### config.mk
export PLATFORM = sky130hd
export DESIGN_NAME = mem_arbiter
export DESIGN_NICKNAME = d
export VERILOG_FILES = /design/src/rtl/mem_arbiter_pkg.sv /design/src/rtl/mem_arbiter.sv
export SDC_FILE = /design/constraint.sdc
export NUM_CORES = 1
export LEC_CHECK = 0
export BUFFER_PORTS_ARGS = -buffer_cell sky130_fd_sc_hd__buf_4
export CAP_MARGIN = 10
export CORE_AREA = 2 2 165 167
export DETAILED_ROUTE_END_ITERATION = 8
export DIE_AREA = 0 0 167 169
export PLACE_DENSITY = 0.53
export SLEW_MARGIN = 30
export SYNTH_ARGS = -nofsm -noshare
export SYNTH_HDL_FRONTEND = slang
export SYNTH_SLANG_ARGS = --single-unit
### constraint.sdc
create_clock -name clk -period 4 [get_ports clk]
set_input_delay 0.8 -clock clk [delete_from_list [all_inputs] [get_ports clk]]
set_output_delay 0.8 -clock clk [all_outputs]
set_load 0.01 [all_outputs]
### src/rtl/mem_arbiter_pkg.sv
// mem_arbiter_pkg: shared state, owner and length encodings for the byte-wide RAM arbiter.
package mem_arbiter_pkg;
    typedef enum logic [1:0] {ST_IDLE, ST_READ, ST_WRITE, ST_DONE} state_e;
    typedef enum logic {OWN_IF, OWN_MEM} owner_e;
    localparam logic [1:0] LEN_BYTE = 2'd0;
    localparam logic [1:0] LEN_HALF = 2'd1;
    localparam logic [1:0] LEN_WORD = 2'd2;
    localparam logic ENABLE  = 1'b1;
    localparam logic DISABLE = 1'b0;
    localparam logic STOP    = 1'b1;
    localparam logic NOSTOP  = 1'b0;
    // Reserved length code 3 falls through to a full word.
    function automatic logic [2:0] len_bytes(input logic [1:0] len);
        return len == LEN_BYTE ? 3'd1 : len == LEN_HALF ? 3'd2 : 3'd4;
    endfunction
endpackage

### src/rtl/mem_arbiter.sv
// mem_arbiter: shares one byte-wide RAM port between IF fetches and MEM loads/stores,
// serialising little-endian 1/2/4-byte accesses with MEM taking priority.
module mem_arbiter
    import mem_arbiter_pkg::*;
#(
    parameter int AW = 32,
    parameter int DW = 32
) (
    input  logic          clk,
    input  logic          rst,
    input  logic          if_req,
    input  logic [AW-1:0] if_addr,
    input  logic          if_flush,
    output logic [DW-1:0] if_data,
    output logic          if_done,
    input  logic          mem_req,
    input  logic          mem_we,
    input  logic [1:0]    mem_len,
    input  logic [AW-1:0] mem_addr,
    input  logic [DW-1:0] mem_wdata,
    output logic [DW-1:0] mem_rdata,
    output logic          mem_done,
    output logic          stall_req_if,
    output logic          stall_req_mem,
    output logic [AW-1:0] ram_addr,
    output logic          ram_wr,
    output logic [7:0]    ram_dout,
    input  logic [7:0]    ram_din
);
    state_e        state_q, state_d;
    owner_e        owner_q, owner_d;
    logic [2:0]    cnt_q, cnt_d, n_q, n_d, cnt_nx;
    logic [AW-1:0] base_q, base_d, ram_addr_q, ram_addr_d;
    logic [DW-1:0] wbuf_q, wbuf_d, asm_q, asm_d, if_data_q, if_data_d, mem_rdata_q, mem_rdata_d;
    logic [DW-1:0] rd_word;
    logic [7:0]    ram_dout_q, ram_dout_d;
    logic          ram_wr_q, ram_wr_d, if_done_q, if_done_d, mem_done_q, mem_done_d;

    assign cnt_nx = cnt_q + 3'd1;
    // In READ cycle cnt (>=1) ram_din carries the byte addressed in cycle cnt-1.
    assign rd_word = asm_q | (DW'(ram_din) << {cnt_q - 3'd1, 3'b000});

    always_comb begin
        state_d     = state_q;
        owner_d     = owner_q;
        cnt_d       = cnt_q;
        n_d         = n_q;
        base_d      = base_q;
        wbuf_d      = wbuf_q;
        asm_d       = asm_q;
        ram_addr_d  = ram_addr_q;
        ram_dout_d  = ram_dout_q;
        if_data_d   = if_data_q;
        mem_rdata_d = mem_rdata_q;
        ram_wr_d    = DISABLE;
        if_done_d   = DISABLE;
        mem_done_d  = DISABLE;
        unique case (state_q)
            ST_IDLE: begin
                if (mem_req) begin
                    owner_d    = OWN_MEM;
                    n_d        = len_bytes(mem_len);
                    base_d     = mem_addr;
                    ram_addr_d = mem_addr;
                    cnt_d      = 3'd0;
                    asm_d      = '0;
                    wbuf_d     = mem_wdata >> 8;
                    ram_dout_d = mem_wdata[7:0];
                    ram_wr_d   = mem_we;
                    state_d    = mem_we ? ST_WRITE : ST_READ;
                end else if (if_req && !if_flush) begin
                    owner_d    = OWN_IF;
                    n_d        = 3'd4;
                    base_d     = if_addr;
                    ram_addr_d = if_addr;
                    cnt_d      = 3'd0;
                    asm_d      = '0;
                    state_d    = ST_READ;
                end
            end
            ST_READ: begin
                if (owner_q == OWN_IF && if_flush) begin
                    state_d = ST_IDLE;
                end else begin
                    cnt_d      = cnt_nx;
                    asm_d      = cnt_q != 3'd0 ? rd_word : asm_q;
                    ram_addr_d = cnt_nx < n_q ? base_q + AW'(cnt_nx) : ram_addr_q;
                    if (cnt_q == n_q) begin
                        state_d     = ST_DONE;
                        if_data_d   = owner_q == OWN_IF ? rd_word : if_data_q;
                        mem_rdata_d = owner_q == OWN_MEM ? rd_word : mem_rdata_q;
                        if_done_d   = owner_q == OWN_IF ? ENABLE : DISABLE;
                        mem_done_d  = owner_q == OWN_MEM ? ENABLE : DISABLE;
                    end
                end
            end
            ST_WRITE: begin
                if (cnt_nx == n_q) begin
                    state_d    = ST_DONE;
                    mem_done_d = ENABLE;
                end else begin
                    cnt_d      = cnt_nx;
                    ram_wr_d   = ENABLE;
                    ram_addr_d = base_q + AW'(cnt_nx);
                    ram_dout_d = wbuf_q[7:0];
                    wbuf_d     = wbuf_q >> 8;
                end
            end
            ST_DONE: state_d = ST_IDLE;
        endcase
    end

    always_ff @(posedge clk) begin
        if (rst) begin
            state_q     <= ST_IDLE;
            owner_q     <= OWN_IF;
            cnt_q       <= '0;
            n_q         <= '0;
            base_q      <= '0;
            wbuf_q      <= '0;
            asm_q       <= '0;
            ram_addr_q  <= '0;
            ram_dout_q  <= '0;
            ram_wr_q    <= DISABLE;
            if_data_q   <= '0;
            mem_rdata_q <= '0;
            if_done_q   <= DISABLE;
            mem_done_q  <= DISABLE;
        end else begin
            state_q     <= state_d;
            owner_q     <= owner_d;
            cnt_q       <= cnt_d;
            n_q         <= n_d;
            base_q      <= base_d;
            wbuf_q      <= wbuf_d;
            asm_q       <= asm_d;
            ram_addr_q  <= ram_addr_d;
            ram_dout_q  <= ram_dout_d;
            ram_wr_q    <= ram_wr_d;
            if_data_q   <= if_data_d;
            mem_rdata_q <= mem_rdata_d;
            if_done_q   <= if_done_d;
            mem_done_q  <= mem_done_d;
        end
    end

    assign ram_addr      = ram_addr_q;
    assign ram_wr        = ram_wr_q;
    assign ram_dout      = ram_dout_q;
    assign if_data       = if_data_q;
    assign mem_rdata     = mem_rdata_q;
    assign if_done       = if_done_q;
    assign mem_done      = mem_done_q;
    assign stall_req_if  = if_req && !if_done_q ? STOP : NOSTOP;
    assign stall_req_mem = mem_req && !mem_done_q ? STOP : NOSTOP;
endmodule

* Word level (Yosys, flattened, before mapping)
Cells that the tools add are included.
** Operators by class
- Equality and inequality tests :: 14
- $lt $le $gt $ge :: 1
- Add/sub/neg operators :: 3
- Bitwise operators :: 5
- Muxes and demuxes :: 46
- Shift operators :: 1
- Reductions and logical operators :: 23
** Operators with widths (count)
- two-way mux 32 bit :: 11
- case mux 32 bit (2 select lines) :: 2
- case mux 32 bit (3 select lines) :: 1
- adder 32 x 3 -> 32 bit :: 1
- bitwise OR 32 bit :: 1
- left shift 8 x 6 -> 32 bit :: 1
- two-way mux 3 bit :: 8
- two-way mux 8 bit :: 2
- case mux 8 bit (2 select lines) :: 1
- AND reduction 4 bit :: 4
- two-way mux 2 bit :: 6
- != test 2 bit (second input constant) :: 6
- two-way mux 1 bit :: 11
- case mux 3 bit (3 select lines) :: 1
- case mux 2 bit (4 select lines) :: 1
- == test 3 bit :: 2
- != test 3 bit (second input constant) :: 2
- AND reduction 3 bit :: 2
- nonzero test 2 bit :: 3
- nonzero test 3 bit :: 2
- AND reduction 5 bit :: 1
- == test 2 x 1 -> 1 bit (second input constant) :: 2
- == test 2 bit (second input constant) :: 2
- logical AND 1 bit :: 4
- 9 further kinds :: 16
** Storage, ports and cells
- Bits of input ports :: 112
- Output and inout port bits :: 109
- Register bits :: 212

* Longest topological paths before layout
- Word-level depth :: 6
- Gate-level depth with buffers :: 11
- Mapped depth without buffers :: 9

* Worst setup path after synthesis
No wires, ideal clock.
- Path type :: reg2reg
- From :: register cnt_q[0]
- To :: register ram_addr_q[22], in the netlist ram_addr[22]
- Stages on the path, launching flop included :: 11
- Library setup time :: 134 ps
- Data arrival time :: 2912 ps
- Data required time :: 3866 ps
- Setup slack :: 954 ps
- Path through :: dfxtp_1 > inv_1 > ha_1 > inv_1 > fa_1 > nor2b_1 > o211ai_1 > buf_2 > nor4_1 > xnor2_1 > o22ai_2
** Between the ends
- Word-level cells in the longest chain between the ends :: 5
- Elaborated cells on any way between the ends :: 11
- Classes of those cells :: 2 x add/sub; 1 x order compare; 3 x eq/ne; 4 x mux; 1 x reduce/logical
** RTL lines
- from (decl) :: line mem_arbiter.sv:32 : logic [2:0] cnt_q, cnt_d, n_q, n_d, cnt_nx;
- from (signal assigned) :: line mem_arbiter.sv:132 : cnt_q <= cnt_d;
- adder 3 x 1 -> 3 bit (*) :: line mem_arbiter.sv:39 : assign cnt_nx = cnt_q + 3'd1;
- adder 32 x 3 -> 32 bit :: line mem_arbiter.sv:87, mem_arbiter.sv:104
- two-way mux 32 bit :: line mem_arbiter.sv:87 : ram_addr_d = cnt_nx < n_q ? base_q + AW'(cnt_nx) : ram_addr_q;
- two-way mux 32 bit :: line mem_arbiter.sv:82 : if (owner_q == OWN_IF && if_flush) begin
- case mux 32 bit (3 select lines) :: line mem_arbiter.sv:58 : unique case (state_q)
- to (signal assigned) :: line mem_arbiter.sv:137 : ram_addr_q <= ram_addr_d;
- to (decl) :: line mem_arbiter.sv:33 : logic [AW-1:0] base_q, base_d, ram_addr_q, ram_addr_d;
Every way passes the cells marked *; elsewhere a longest branch is shown, timed or not. The select of a mux whose other input is x is not followed.
A chain may end at the register's enable or synchronous reset.

* Worst setup path in the final report
- From :: register cnt_q[0]
- To :: register ram_addr_q[24], in the netlist ram_addr[24]
The elaborated chain is that of the path after synthesis.

==> flow_summary.yaml <==
power:
  swShare_pct: 37.8
  finalPower_uw: 8070
  seqPwrFrac_pct: 35.7
  peakVddDrop_mv: 0.322
  p_int_uw: 5020
  power_density_nw_per_um2: 687
  combPwrFrac_pct: 38.5
  clkPwrFrac_pct: 25.8
  p_sw_uw: 3060
  leakagePower_uw: 0.00460
grt:
  grt_pass1_vias: 7570
  grt_pass1_wl_microns: 41700
  overflow: 0
  antenna_found_initial: 0
  grt_max_degree: 92
  grt_usage_pct: 17.9
drt:
  postRouteAntennaNets: 0
  vias: 7903
  wl_per_cell_microns: 16.9
  wl_microns: 26200
  drc: 0
  firstDrtPassIters: 5
  drtIter0Drc: 497
  viasPerCell: 5.10
yosys:
  avgSynthCellArea_sq_um: 8.98
  synth_top_area_share_pct: 44.7
  synth_ff_type: "dfxtp_1"
  yosysWarnings: 0
  synth_nets: 1142
  synth_seq_area_share_pct: 44.7
  ys_seq_elements: 204
  syn_area_sq_um: 9130
  async_flop_share_pct: 0
  synth_edf_count: 0
  synth.largest_area_cell: "dfxtp_1"
  synth.area.top_cells: "dfxtp_1, a211oi_1, nor2_1, mux2i_1, a21oi_1"
  netlist_instances: 1016
  synthDistinctLibCells: 55
critical_path:
  cpPeakStageDelay_ps: 540
  cp-end-kind: "flip-flop"
  startpoint_type: "flip-flop"
  crit_path_cell_trace: "inv_1 > ha_1 > inv_1 > fa_1 > nor2b_1 > o211ai_1 > buf_4 > o31a_1 > o311ai_0 > a21oi_1"
  cpMaxStageDelayCell: "ha_1"
  critPathTopFamily: "adder cells"
  required_ps: 4380
  crit_fanout: 15
  cpMostUsedCell: "inv_1"
  critPathKind: "flip-flop to flip-flop"
  worstPathArrival_ps: 3810
  crit_buf_inv: 3
die:
  std_cell_rows: 60
  core_sq_um: 26500
  initial_utilization_pct: 34.4
  die_h_microns: 169
  io_pins: 221
  die-area_sq_um: 28200
  die_w_microns: 167
sta:
  fmax_ghz: 0.291
  tns_ps: 0
  slew_viol_final: 0
  skew_ps: 9.63
  timing.final.crit_share_pct: 85.8
  finalCriticalPeriod_ps: 3430
  setup_violations: 0
  hold_viol: 0
  tightestPinTransition_ps: 812
  slew_headroom_pct: 45.9
  rsz0062_at_grt: "false"
clock_tree:
  clockBufferDepth: 3
  cts_tree: "built"
  cts-root-buf: "clkbuf_16"
  cts_max_level: 1
  ctsHoldBuffers: 0
  clk_pin_slew_worst_paths_ps: 60
  cts_made_buffers: 25
  cts_resized: 0
  insertion_delay_ps: 510
  post-cts-setup-buffer-count: 0
  cts_sinks: 204
placement:
  dp.cells: 1509
  dp_hpwl_microns: 18100
  io_buffers: 220
  gp_congestion: 0.775
cells_and_area:
  area_delta_synth_final_pct: 28.7
  fin_cells: 1551
  drive_above_1_share_pct: 24.8
  utilization_pct: 44.3
  final_common_cell: "buf_4"
  final_nets: 1321
  layout_common_cells: "buf_4, dfxtp_1, nor2_1"
  diodes: 0
min_path:
  holdCritPathClass: "flip-flop to flip-flop"
status:
  status: "completed"
job:
  drv_cap: 0
==> worst register-to-register path: stages (launching register included) <==
cell      delay [ps]
dfxtp_1          510
inv_1            240
ha_1             540
inv_1            210
fa_1             470
nor2b_1          270
o211ai_1         120
buf_4            210
o31a_1           310
o311ai_0         320
a21oi_1          110
==> per-stage QoR <==
stage / cell area (sq um) / hold WS [ps] / setup slack (ps)
floorplan: 9130 / 432 / 954
global placement: 11000 / 441 / 641
detailed placement: 11000 / 449 / 541
CTS: 11700 / 456 / 542
global route: 11700 / 482 / 286
finish: 11700 / 455 / 566
==> flip-flops by register name, summed over array words and instances (netlist names), 2 cells and up <==
signal and flops:
asm_q 32, base_q 32, cnt_q 3, if_data 32, mem_rdata 32, n_q 3
ram_addr 32, ram_dout 8, state_q 2, wbuf_q 24
==> worst paths after layout <==
kind              slack (ps)           end  depth (start not counted)        from
setup / recovery         570  ram_addr[24]                         10    cnt_q[0]
hold / removal           460    wbuf_q[18]                          2  wbuf_q[18]
setup reg to reg         570  ram_addr[24]                         10    cnt_q[0]
hold reg to reg          460    wbuf_q[18]                          2  wbuf_q[18]
==> synth_stat cells (2+ instances only) <==
cell type    n
dfxtp_1    204
nor2_1     175
a211oi_1   124
mux2i_1     65
a21oi_1     64
nand2_1     41
clkbuf_1    40
a22oi_1     33
buf_2       23
nand3_1     21
buf_1       20
xor2_1      17
ha_1        13
or3_1       13
and3_1      12
inv_1       12
xnor2_1     11
o21ai_0     10
nand4_1      9
and2_1       8
nand2b_1     8
nand3b_1     8
nor3_1       8
nor4_1       7
nor2b_1      6
o211ai_1     6
a211o_1      5
nor3_4       4
nor3b_2      4
o21a_1       4
o221ai_1     4
o22ai_2      4
and4_1       3
o211ai_2     3
o22ai_1      3
a32o_1       2
buf_6        2
o31a_1       2
o41ai_1      2
==> cells by family after synthesis <==
group                    synth area share (%)
multiplexers                             7.13
flip-flops                               44.7
AO/OA/AOI/OAI                            21.4
XOR/XNOR                                 2.69
buffers and inverters                    4.51
AND/OR/NAND/NOR                          17.5
adder cells (fa/ha/maj)                  2.00
==> final cells by class <==
class	instances	area [sq um]
fillers	2603	14800
well taps	341	427
flip-flops and latches	204	4080
clock inverters	9	56.3
inverters	13	48.8
repair buffers	237	1800
clock buffers	33	696
multi-input cells	714	4640
==> per-layer routing <==
metal	track usage, %	vias up	wire, microns	share of wire, %
met5	0	-	0	0
met2	28.4	193	11700	45
met3	3.90	38	1640	6.3
met1	24.8	3649	12300	47
li1	-	4023	-	-
met4	4.31	0	553	2.1
==> power by group through the flow <==
stage | clock network (uW) | logic [uW] | registers [uW]
floorplan | 0 | 2070 | 2940
global placement | 0 | 3130 | 2920
CTS | 2150 | 3160 | 2880
global route | 2230 | 3480 | 2950
detailed placement | 0 | 3150 | 2930
finish | 2080 | 3110 | 2880
Power figures use the tool's default switching activity.
